### config.mk
export PLATFORM = sky130hd
export DESIGN_NAME = isdu
export DESIGN_NICKNAME = d
export VERILOG_FILES = /design/src/rtl/isdu_pkg.sv /design/src/rtl/isdu_mem_wait_ctr.sv /design/src/rtl/isdu.sv
export SDC_FILE = /design/constraint.sdc
export NUM_CORES = 1
export LEC_CHECK = 0
export ABC_AREA = 1
export CELL_PAD_IN_SITES_DETAIL_PLACEMENT = 0
export CELL_PAD_IN_SITES_GLOBAL_PLACEMENT = 1
export CORE_AREA = 3 3 61 63
export CTS_BUF_LIST = sky130_fd_sc_hd__clkbuf_4
export DETAILED_ROUTE_END_ITERATION = 6
export DIE_AREA = 0 0 64 66
export PLACE_DENSITY = 0.82
export SETUP_SLACK_MARGIN = 0.02
export SLEW_MARGIN = 20
export SYNTH_ARGS = -nofsm -noshare
export SYNTH_HDL_FRONTEND = slang
export SYNTH_HIERARCHICAL = 1
export SYNTH_SLANG_ARGS = --single-unit
export TNS_END_PERCENT = 50
### constraint.sdc
create_clock -name Clk -period 4.38 [get_ports Clk]
set_input_delay 0.657 -clock Clk [delete_from_list [all_inputs] [get_ports Clk]]
set_output_delay 0.657 -clock Clk [all_outputs]
set_load 0.03 [all_outputs]
### src/rtl/isdu_pkg.sv
// Shared types and encodings for the LC-3 instruction sequence/decode unit.
// The ALU, PC mux and address mux encodings are also used by the datapath.
package isdu_pkg;

    typedef enum logic [4:0] {
        HALTED, FETCH1, FETCH2, FETCH3, DECODE,
        ADD, AND, NOT, BR, BR_TAKEN, JMP,
        JSR1, JSR2, LDR1, LDR_WAIT, LDR3,
        STR1, STR2, STR_WAIT, PAUSE1, PAUSE2
    } state_t;

    localparam logic [3:0] OP_BR    = 4'b0000;
    localparam logic [3:0] OP_ADD   = 4'b0001;
    localparam logic [3:0] OP_JSR   = 4'b0100;
    localparam logic [3:0] OP_AND   = 4'b0101;
    localparam logic [3:0] OP_LDR   = 4'b0110;
    localparam logic [3:0] OP_STR   = 4'b0111;
    localparam logic [3:0] OP_NOT   = 4'b1001;
    localparam logic [3:0] OP_JMP   = 4'b1100;
    localparam logic [3:0] OP_PAUSE = 4'b1101;

    localparam logic [1:0] ALUK_ADD   = 2'b00;
    localparam logic [1:0] ALUK_AND   = 2'b01;
    localparam logic [1:0] ALUK_NOT   = 2'b10;
    localparam logic [1:0] ALUK_PASSA = 2'b11;

    localparam logic [1:0] PCMUX_INC   = 2'b00;
    localparam logic [1:0] PCMUX_BUS   = 2'b01;
    localparam logic [1:0] PCMUX_ADDER = 2'b10;

    localparam logic [1:0] ADDR2_ZERO  = 2'b00;
    localparam logic [1:0] ADDR2_OFF6  = 2'b01;
    localparam logic [1:0] ADDR2_OFF9  = 2'b10;
    localparam logic [1:0] ADDR2_OFF11 = 2'b11;

    typedef struct packed {
        logic       ld_mar, ld_mdr, ld_ir, ld_ben, ld_cc, ld_reg, ld_pc, ld_led;
        logic       gate_pc, gate_mdr, gate_alu, gate_marmux;
        logic       sr1mux, drmux, sr2mux, addr1mux;
        logic [1:0] addr2mux, pcmux, aluk;
        logic       mio_en, mem_ce, mem_ub, mem_lb, mem_oe, mem_we;
    } ctrl_t;

    function automatic logic is_wait(input state_t s);
        return (s == FETCH2) || (s == LDR_WAIT) || (s == STR_WAIT);
    endfunction

endpackage

### src/rtl/isdu_mem_wait_ctr.sv
// Cycle counter for SRAM access states; done marks the final cycle of an access.
module mem_wait_ctr
    import isdu_pkg::*;
#(
    parameter int WAIT_CYCLES = 2
) (
    input  logic clk,
    input  logic rst_n,
    input  logic clear,
    input  logic enable,
    output logic done
);

    logic [3:0] count;

    always_ff @(posedge clk) begin
        if (!rst_n)
            count <= '0;
        else if (clear)
            count <= '0;
        else if (enable)
            count <= count + 4'd1;
    end

    assign done = enable && (count == 4'(WAIT_CYCLES - 1));

endmodule

### src/rtl/isdu.sv
// LC-3 instruction sequence and decode unit: Moore FSM driving datapath,
// register file and SRAM controls.
module isdu
    import isdu_pkg::*;
#(
    parameter int MEM_WAIT_CYCLES = 2
) (
    input  logic       Clk,
    input  logic       Reset,
    input  logic       Run,
    input  logic       Continue,
    input  logic [3:0] Opcode,
    input  logic       IR_5,
    input  logic       IR_11,
    input  logic       BEN,
    output logic       LD_MAR, LD_MDR, LD_IR, LD_BEN, LD_CC, LD_REG, LD_PC, LD_LED,
    output logic       GatePC, GateMDR, GateALU, GateMARMUX,
    output logic       SR1MUX, DRMUX, SR2MUX, ADDR1MUX,
    output logic [1:0] ADDR2MUX, PCMUX, ALUK,
    output logic       MIO_EN,
    output logic       Mem_CE, Mem_UB, Mem_LB, Mem_OE, Mem_WE
);

    state_t state, state_next;
    ctrl_t  ctl;
    logic   in_wait, wait_done;

    assign in_wait = is_wait(state);

    // Clearing on done returns the counter to zero before the next access.
    mem_wait_ctr #(.WAIT_CYCLES(MEM_WAIT_CYCLES)) u_wait (
        .clk    (Clk),
        .rst_n  (Reset),
        .clear  (!in_wait || wait_done),
        .enable (in_wait),
        .done   (wait_done)
    );

    always_ff @(posedge Clk) begin
        if (!Reset)
            state <= HALTED;
        else
            state <= state_next;
    end

    always_comb begin
        state_next = state;
        case (state)
            HALTED:   if (Run) state_next = FETCH1;
            FETCH1:   state_next = FETCH2;
            FETCH2:   if (wait_done) state_next = FETCH3;
            FETCH3:   state_next = DECODE;
            DECODE: begin
                case (Opcode)
                    OP_ADD:   state_next = ADD;
                    OP_AND:   state_next = AND;
                    OP_NOT:   state_next = NOT;
                    OP_BR:    state_next = BR;
                    OP_JMP:   state_next = JMP;
                    OP_JSR:   state_next = JSR1;
                    OP_LDR:   state_next = LDR1;
                    OP_STR:   state_next = STR1;
                    OP_PAUSE: state_next = PAUSE1;
                    default:  state_next = FETCH1;
                endcase
            end
            BR:       state_next = BEN ? BR_TAKEN : FETCH1;
            JSR1:     state_next = JSR2;
            LDR1:     state_next = LDR_WAIT;
            LDR_WAIT: if (wait_done) state_next = LDR3;
            STR1:     state_next = STR2;
            STR2:     state_next = STR_WAIT;
            STR_WAIT: if (wait_done) state_next = FETCH1;
            PAUSE1:   if (Continue) state_next = PAUSE2;
            PAUSE2:   if (!Continue) state_next = FETCH1;
            ADD, AND, NOT, BR_TAKEN, JMP, JSR2, LDR3:
                      state_next = FETCH1;
            default:  state_next = HALTED;
        endcase
    end

    always_comb begin
        ctl        = '0;
        ctl.mem_oe = 1'b1;
        ctl.mem_we = 1'b1;
        case (state)
            FETCH1: begin
                ctl.gate_pc = 1'b1;
                ctl.ld_mar  = 1'b1;
                ctl.ld_pc   = 1'b1;
                ctl.pcmux   = PCMUX_INC;
            end
            FETCH2, LDR_WAIT: begin
                ctl.mem_oe = 1'b0;
                ctl.mio_en = 1'b1;
                ctl.ld_mdr = 1'b1;
            end
            FETCH3: begin
                ctl.gate_mdr = 1'b1;
                ctl.ld_ir    = 1'b1;
            end
            DECODE: ctl.ld_ben = 1'b1;
            ADD, AND, NOT: begin
                ctl.sr1mux   = 1'b1;
                ctl.sr2mux   = (state == NOT) ? 1'b0 : IR_5;
                ctl.aluk     = (state == ADD) ? ALUK_ADD : (state == AND) ? ALUK_AND : ALUK_NOT;
                ctl.gate_alu = 1'b1;
                ctl.ld_reg   = 1'b1;
                ctl.ld_cc    = 1'b1;
            end
            BR_TAKEN: begin
                ctl.addr2mux = ADDR2_OFF9;
                ctl.pcmux    = PCMUX_ADDER;
                ctl.ld_pc    = 1'b1;
            end
            JMP: begin
                ctl.sr1mux   = 1'b1;
                ctl.addr1mux = 1'b1;
                ctl.addr2mux = ADDR2_ZERO;
                ctl.pcmux    = PCMUX_ADDER;
                ctl.ld_pc    = 1'b1;
            end
            JSR1: begin
                ctl.gate_pc = 1'b1;
                ctl.drmux   = 1'b1;
                ctl.ld_reg  = 1'b1;
            end
            JSR2: begin
                ctl.sr1mux   = !IR_11;
                ctl.addr1mux = !IR_11;
                ctl.addr2mux = IR_11 ? ADDR2_OFF11 : ADDR2_ZERO;
                ctl.pcmux    = PCMUX_ADDER;
                ctl.ld_pc    = 1'b1;
            end
            LDR1, STR1: begin
                ctl.sr1mux      = 1'b1;
                ctl.addr1mux    = 1'b1;
                ctl.addr2mux    = ADDR2_OFF6;
                ctl.gate_marmux = 1'b1;
                ctl.ld_mar      = 1'b1;
            end
            LDR3: begin
                ctl.gate_mdr = 1'b1;
                ctl.ld_reg   = 1'b1;
                ctl.ld_cc    = 1'b1;
            end
            STR2: begin
                ctl.aluk     = ALUK_PASSA;
                ctl.gate_alu = 1'b1;
                ctl.ld_mdr   = 1'b1;
            end
            STR_WAIT: ctl.mem_we = 1'b0;
            PAUSE1:   ctl.ld_led = 1'b1;
            default: ;
        endcase
    end

    assign {LD_MAR, LD_MDR, LD_IR, LD_BEN, LD_CC, LD_REG, LD_PC, LD_LED} =
           {ctl.ld_mar, ctl.ld_mdr, ctl.ld_ir, ctl.ld_ben, ctl.ld_cc, ctl.ld_reg, ctl.ld_pc, ctl.ld_led};
    assign {GatePC, GateMDR, GateALU, GateMARMUX} =
           {ctl.gate_pc, ctl.gate_mdr, ctl.gate_alu, ctl.gate_marmux};
    assign {SR1MUX, DRMUX, SR2MUX, ADDR1MUX} = {ctl.sr1mux, ctl.drmux, ctl.sr2mux, ctl.addr1mux};
    assign {ADDR2MUX, PCMUX, ALUK} = {ctl.addr2mux, ctl.pcmux, ctl.aluk};
    assign MIO_EN = ctl.mio_en;
    assign {Mem_CE, Mem_UB, Mem_LB, Mem_OE, Mem_WE} =
           {ctl.mem_ce, ctl.mem_ub, ctl.mem_lb, ctl.mem_oe, ctl.mem_we};

endmodule

==> results.md, run 1 <==
* Status: finished clean
* Post-synth top cells: nand2_1, inv_1, nor2_1
* Syn Inst Count at 180
* Hold path start: u_wait/count[3]$_SDFFE_PP0P_
* Crit end category: output pin
* RSZ-0062 raised after global routing: no
* DRC Markers at 0
* Top post-synthesis cells by area: nand2_1, dfxtp_1, inv_1, nor2_1, ha_1
* Sum Neg Setup Slack at 0 ns
* Clock transition at path regs at 0.06 ns
* Nets at roughly 230
* Routed Antenna Nets at 0
* Placed Area at roughly 0.0014 mm²
* Sequential fraction of the synthesis area at 0.179
* Worst vdd ir at around 0.11 mV
* DIE HEIGHT at approximately 66 µm
* GRT Util Overall at 0.131
* Hold WS at a little over 0.5 ns
* Setup crit start: state[0]$_SDFFE_PN0P_
* Final worst slack at 1.44 ns
* GPL Wtd Cong at between 0.8 and 0.9
* Class of the tightest hold or removal check: reg -> reg
* Startpoint class of the critical path: flop
* Initial antenna violation count at 0
* Final Max Tran Viols at 0
* Post-route cell area at about 0.0014 mm²
* Postcts setup bufs at 0
* Mean area per synthesized cell at 5.59 µm²
* Vias at ~1.2k
* Initial Util at 0.306
* Via density at between 4 and 5
* Top_reg_cell synth: dfxtp_1
* Synth Cell Area at approximately 0.0010 mm²
* WP data arrival at 2.28 ns
* Fmax at ~0.34 GHz
* Final HPWL DP at 2370 µm
* Core area at roughly 0.0033 mm²
* Final hold vios at 0
* Worst slack, placed at approximately 1.7 ns
* Max Clock Skew at 0.000859 ns
* Tot Pwr at 0.000467 W
* DRT iter0 DRCs at 37
* Gr ovfl total at 0
* Leak at approximately 0.70 nW
* Max FO, Critical Path at 6
* Port Buffers at 34
* Fin crit period at a little under 3 ns
* Final setup violation count at 0
* Hold Buf Count CTS at 0
* Total die area at between 0.004 and 0.005 mm²
* Avg WL per Cell at around 11 µm
* Worst-case clock buffer depth at 2
* Detailed Routing Iterations Pass 1 at 4
* Synth Register Bits at 9
* Post-synth EDFFs at 0
* Pwr dens at between 300 and 400 mW/mm²
* TritonCTS clock tree: done
* Die width at 64 µm
* Vias in the first global route at ~980
* Worst-Skew Late Latency at 0.25 ns
* Ys async rst share at 0
* Netlist cell types at 26
* Layout cell share with drive strength beyond 1 at 0.0698
* Root Buffer: clkbuf_4
* Drt total wl at 2800 µm
* Area leader, netlist: nand2_1
* Total CTS buffers at 3
* Critical Path RT at roughly 3.7 ns
* Max_cap viols at 0
* # rows at 21
* Cell with the most instances after synthesis: nand2_1
* Post-cts sizing count at 0
* H-Tree Depth at 1
* Area Growth Syn to Fin at 39.1%
* Synthesis Warnings at 6
* Maximum number of pins on one net before global-route repair at 13
* # diodes at 0
* I/O pins at 39
* Final period util at 0.670
* Top cell type's share of synthesized area at 0.201
* Worst reg2reg startpoint: state[1]$_SDFFE_PN0P_
* Critical path type: reg -> out
* Global-route wire length before repair at about 4500 µm
* Clock sink count at 9
[final timing paths]
check | endpoint | slack, ns | cells after the start
hold / removal | u_wait/count[3]$_SDFFE_PP0P_ | 0.51 | 2
setup / recovery | ADDR2MUX[0] | 1.44 | 6
setup reg to reg | state[0]$_SDFFE_PN0P_ | 2.47 | 12
hold reg to reg | u_wait/count[3]$_SDFFE_PP0P_ | 0.51 | 2
[sequential cells by signal (all words and copies together) (netlist names)]
signal,count
state,5
u_wait/count,4
[cell usage in the layout (no fill, tap or decap), types with 5 or more instances in the layout]
| cell | netlist | layout |
|---|---|---|
| a21oi_1 | 9 | 9 |
| clkdlybuf4s50_1 | 0 | 34 |
| dfxtp_1 | 9 | 9 |
| ha_1 | 6 | 6 |
| inv_1 | 28 | 28 |
| nand2_1 | 54 | 54 |
| nand3_1 | 15 | 15 |
| nand4_1 | 5 | 5 |
| nor2_1 | 21 | 21 |
| o21ai_0 | 5 | 5 |
[metal layers]
metal | vias to the layer above | global-route usage | share of wire | wire length, µm
li1 | 633 | - | - | -
met4 | 0 | 0.0162 | 0 | 0
met2 | 37 | 0.227 | 0.46 | 1300
met1 | 516 | 0.174 | 0.47 | 1320
met5 | - | 0 | 0 | 0
met3 | 0 | 0.0221 | 0.063 | 177
[critical path: stages, from the launching register on]
cell and delay [ns]:
dfxtp_1 0.35, nor2_1 0.37, nand2_1 0.18, nor2_1 0.22
inv_1 0.08, o21ai_0 0.14, clkdlybuf4s50_1 0.68
[stage by stage]
step            util  instances
2_1_floorplan      -        183
3_3_place_gp   0.417        257
3_5_place_dp   0.417        257
4_1_cts        0.426        261
5_1_grt        0.426        261
6_report       0.426        261
[final cells by class]
class,count,area (µm²)
fill,389,1890
multi-input combinational,138,678
timing repair buffer,34,340
sequential,9,180
inverter,30,113
tap,46,57.6
clock buffer,4,30.0
[cell families after synthesis]
group | synth area share
other | 0.00373
buffers and inverters | 0.158
and+or+nand+nor | 0.468
DFF | 0.179
adders and majority gates | 0.0746
AOI/OAI and AO/OA | 0.117
[power breakdown]
part	internal (W)	total [W]	switching, W
clock network	0.0000412	0.0000685	0.0000274
registers	0.0000909	0.000103	0.0000116
logic	0.000102	0.000296	0.000194
No activity file was read; power rests on OpenSTA's default activity.
==> run 2: changes to the inputs <==
--- a/config.mk
+++ b/config.mk
@@ -8,11 +8,11 @@
 export ABC_AREA = 1
 export CELL_PAD_IN_SITES_DETAIL_PLACEMENT = 0
 export CELL_PAD_IN_SITES_GLOBAL_PLACEMENT = 1
-export CORE_AREA = 3 3 61 63
+export CORE_AREA = 3 3 63 65
 export CTS_BUF_LIST = sky130_fd_sc_hd__clkbuf_4
 export DETAILED_ROUTE_END_ITERATION = 6
-export DIE_AREA = 0 0 64 66
-export PLACE_DENSITY = 0.82
+export DIE_AREA = 0 0 66 68
+export PLACE_DENSITY = 0.77
 export SETUP_SLACK_MARGIN = 0.02
 export SLEW_MARGIN = 20
 export SYNTH_ARGS = -nofsm -noshare
==> constraint.sdc (replaced) <==
create_clock -name Clk -period 2.9 [get_ports Clk]
set_input_delay 0.435 -clock Clk [delete_from_list [all_inputs] [get_ports Clk]]
set_output_delay 0.435 -clock Clk [all_outputs]
set_load 0.03 [all_outputs]
==> run 2 against run 1 <==
Effect of this change:
- first-iteration DRC count up 19%
- cell area up 0.54%
- final cell count up 0.38%
- clock power up 53%
- global-route usage up 0.070 points
- hold slack better by 0.0041 ns
- clock skew up 0.0011 ns
- critical endpoint unchanged
- sequential share of layout area down 0.069 points
- combinational power up 50%
==> results.md, run 2 (same netlist as run 1, synthesis figures left out) <==
* Status: finished clean
* Pwr dens at 500 mW/mm² (+50%)
* Sum Neg Setup Slack at 0 ns (unchanged)
* Net Sw Power at 0.000350 W (+50%)
* Nets at 234 (+0.43%)
* Power share of the combinational group at 0.630 (-0.003)
* Clk pwr share at 0.150 (+0.003)
* Vias at 1185 (-0.084%)
* Initial antenna violation count at 0 (unchanged)
* Buffer and inverter count on the worst path at 2 (unchanged)
* Worst-Skew Late Latency at 0.25 ns (about the same)
* Biggest register: state
* Leak at 0.704 nW (+0.78%)
* I/O pins at 39 (unchanged)
* # diodes at 0 (unchanged)
* Via density at 4.52 (-0.47%)
* Drt total wl at 2810 µm (+0.50%)
* Max Clock Skew at 0.00201 ns (+0.00115 ns)
* R2R Setup Slk at 0.96 ns (-1.51 ns)
* Slowest stage cell, crit path: clkdlybuf4s50_1
* Switching part of the total at 0.497 (-0.00143)
* Critical path type: reg -> out
* Final setup violation count at 0 (unchanged)
* Most frequent cells in the layout: nand2_1, clkdlybuf4s50_1, inv_1, nor2_1, nand3_1
* Gr ovfl total at 0 (unchanged)
* TritonCTS clock tree: done
* Routed Antenna Nets at 0 (unchanged)
* Crit end category: output pin
* Worst reg2reg startpoint: state[3]$_SDFFE_PN0P_
* DRT iter0 DRCs at 44 (+19%)
* Area Growth Syn to Fin at 39.8%
* Max FO, Critical Path at 6 (unchanged)
* Port Buffers at 34 (unchanged)
* H-Tree Depth at 1 (unchanged)
* Worst vdd ir at 0.0971 mV (-8.2%)
* Final HPWL DP at 2380 µm (+0.61%)
* Initial Util at 0.297 (-0.00950)
* Clock transition at path regs at 0.06 ns (about the same)
* # rows at 21 (unchanged)
* WP data arrival at 2.16 ns (-0.12 ns)
* Hold Buf Count CTS at 0 (unchanged)
* Capture point of the worst reg-to-reg path: state[0]$_SDFFE_PN0P_
* Total CTS buffers at 3 (unchanged)
* Clock sink count at 9 (unchanged)
* GPL Wtd Cong at 0.809 (-4.4%)
* Cell Int Power at 0.000353 W (+51%)
* Fin crit period at around 2.6 ns
* Post-placement cell count at 258 (+0.39%)
* Final period util at 0.896
* DIE HEIGHT at 68 µm (+3.0%)
* Avg WL per Cell at 10.7 µm (+0.12%)
* Seq pwr share at 0.220 (about the same)
* Post-cts sizing count at 0 (unchanged)
* Max_cap viols at 0 (unchanged)
* Startpoint class of the critical path: flop
* Crit path depth at 6 (unchanged)
* Final Non-Filler Cells at 262 (+0.38%)
* Maximum number of pins on one net before global-route repair at 13 (unchanged)
* GRT Util Overall at 0.132 (+0.000698)
* Critical Path RT at 2.47 ns (-1.25 ns)
* Max FFs per register at 5 (unchanged)
* Biggest regs: state x5, u_wait/count x4
* Cell family with most CP delay: buffers and inverters
* Detailed Routing Iterations Pass 1 at 4 (unchanged)
* Vias in the first global route at 1063 (+8.0%)
* Root Buffer: clkbuf_4
* DRC Markers at 0 (unchanged)
* Layout cell share with drive strength beyond 1 at 0.0741 (+0.00431)
* Final hold vios at 0 (unchanged)
* R2r worst-path depth at 12 (unchanged)
* Commonest non-fill, non-tap cell in the layout: nand2_1
* Crit-path max cell delay at 0.69 ns (about the same)
* Total die area at 0.00449 mm² (+6.3%)
* Global-route wire length before repair at 4710 µm (+4.3%)
* RSZ-0062 raised after global routing: no
* Most used cell, CP: nor2_1
* Hold path cells at 2 (unchanged)
* Hold path start: u_wait/count[3]$_SDFFE_PP0P_
* Class of the tightest hold or removal check: reg -> reg
* Crit path cell chain: nor2_1 -> nand2_1 -> nor2_1 -> inv_1 -> o21ai_0 -> clkdlybuf4s50_1
* Worst-case clock buffer depth at 2 (unchanged)
* Core area at 0.00339 mm² (+3.2%)
* Hold path endpoint: u_wait/count[3]$_SDFFE_PP0P_
* Postcts setup bufs at 0 (unchanged)
* Final Max Tran Viols at 0 (unchanged)
* Fmax at a little under 0.4 GHz
* Die width at 66 µm (+3.1%)
-- run 2: through the flow --
step,worst slack (ns),hold WS (ns),utilization,power [W],area [µm²]
after floorplan,0.659,0.478,-,0.000457,1020
after global placement,0.587,0.498,0.406,0.000606,1380
after detailed placement,0.584,0.511,0.406,0.000600,1380
after CTS,0.289,0.519,0.415,0.000709,1410
after global routing,0.109,0.542,0.415,0.000760,1410
final,0.301,0.513,0.415,0.000703,1410
-- run 2: final cells by class --
class / count / area (µm²)
inverters: 30 / 113
multi-input cells: 138 / 678
repair buffers: 35 / 348
flip-flops and latches: 9 / 180
fillers: 362 / 1980
well taps: 46 / 57.6
clock buffers: 4 / 30.0
-- run 2: layer usage --
layer  wire [µm]  up-vias  track usage  part of all wire
met5           0        -            0                 0
met4           0        0       0.0102                 0
met3         181        0       0.0279             0.064
met2        1260       43        0.235              0.45
met1        1370      505        0.171              0.49
li1            -      637            -                 -
-- run 2: worst max path at each step --
| stage | startpoint | to | slack [ns] |
|---|---|---|---|
| 2_1_floorplan | state[3]$_SDFFE_PN0P_ | LD_MDR | 0.66 |
| 3_3_place_gp | state[3]$_SDFFE_PN0P_ | ALUK[1] | 0.59 |
| 3_5_place_dp | state[0]$_SDFFE_PN0P_ | ADDR2MUX[0] | 0.58 |
| 4_1_cts | state[0]$_SDFFE_PN0P_ | ADDR2MUX[0] | 0.29 |
| 5_1_grt | state[0]$_SDFFE_PN0P_ | ADDR2MUX[0] | 0.11 |
| 6_report | state[0]$_SDFFE_PN0P_ | ADDR2MUX[0] | 0.30 |
-- run 2: power groups by stage --
stage | logic, W | registers (W) | clock network [W]
after global routing | 0.000486 | 0.000157 | 0.000117
after CTS | 0.000446 | 0.000154 | 0.000109
after global placement | 0.000450 | 0.000156 | 0
after floorplan | 0.000304 | 0.000153 | 0
final | 0.000443 | 0.000155 | 0.000105
after detailed placement | 0.000443 | 0.000157 | 0
-- run 2: worst reg2reg max path, delay by kind of cell, from the launching register on --
kind | cells | cell delay [ns]
buf+inv | 2 | 0.20
flops | 1 | 0.47
compound gates | 2 | 0.21
simple gates | 8 | 0.99
==> run 3: changes to the inputs <==
--- a/config.mk
+++ b/config.mk
@@ -14,6 +14,7 @@
 export DIE_AREA = 0 0 66 68
 export PLACE_DENSITY = 0.77
 export SETUP_SLACK_MARGIN = 0.02
+export SKIP_CTS_REPAIR_TIMING = 1
 export SLEW_MARGIN = 20
 export SYNTH_ARGS = -nofsm -noshare
 export SYNTH_HDL_FRONTEND = slang
==> results of run 3 <==
The final DEF is identical to that of run 2; final timing and power are the same.
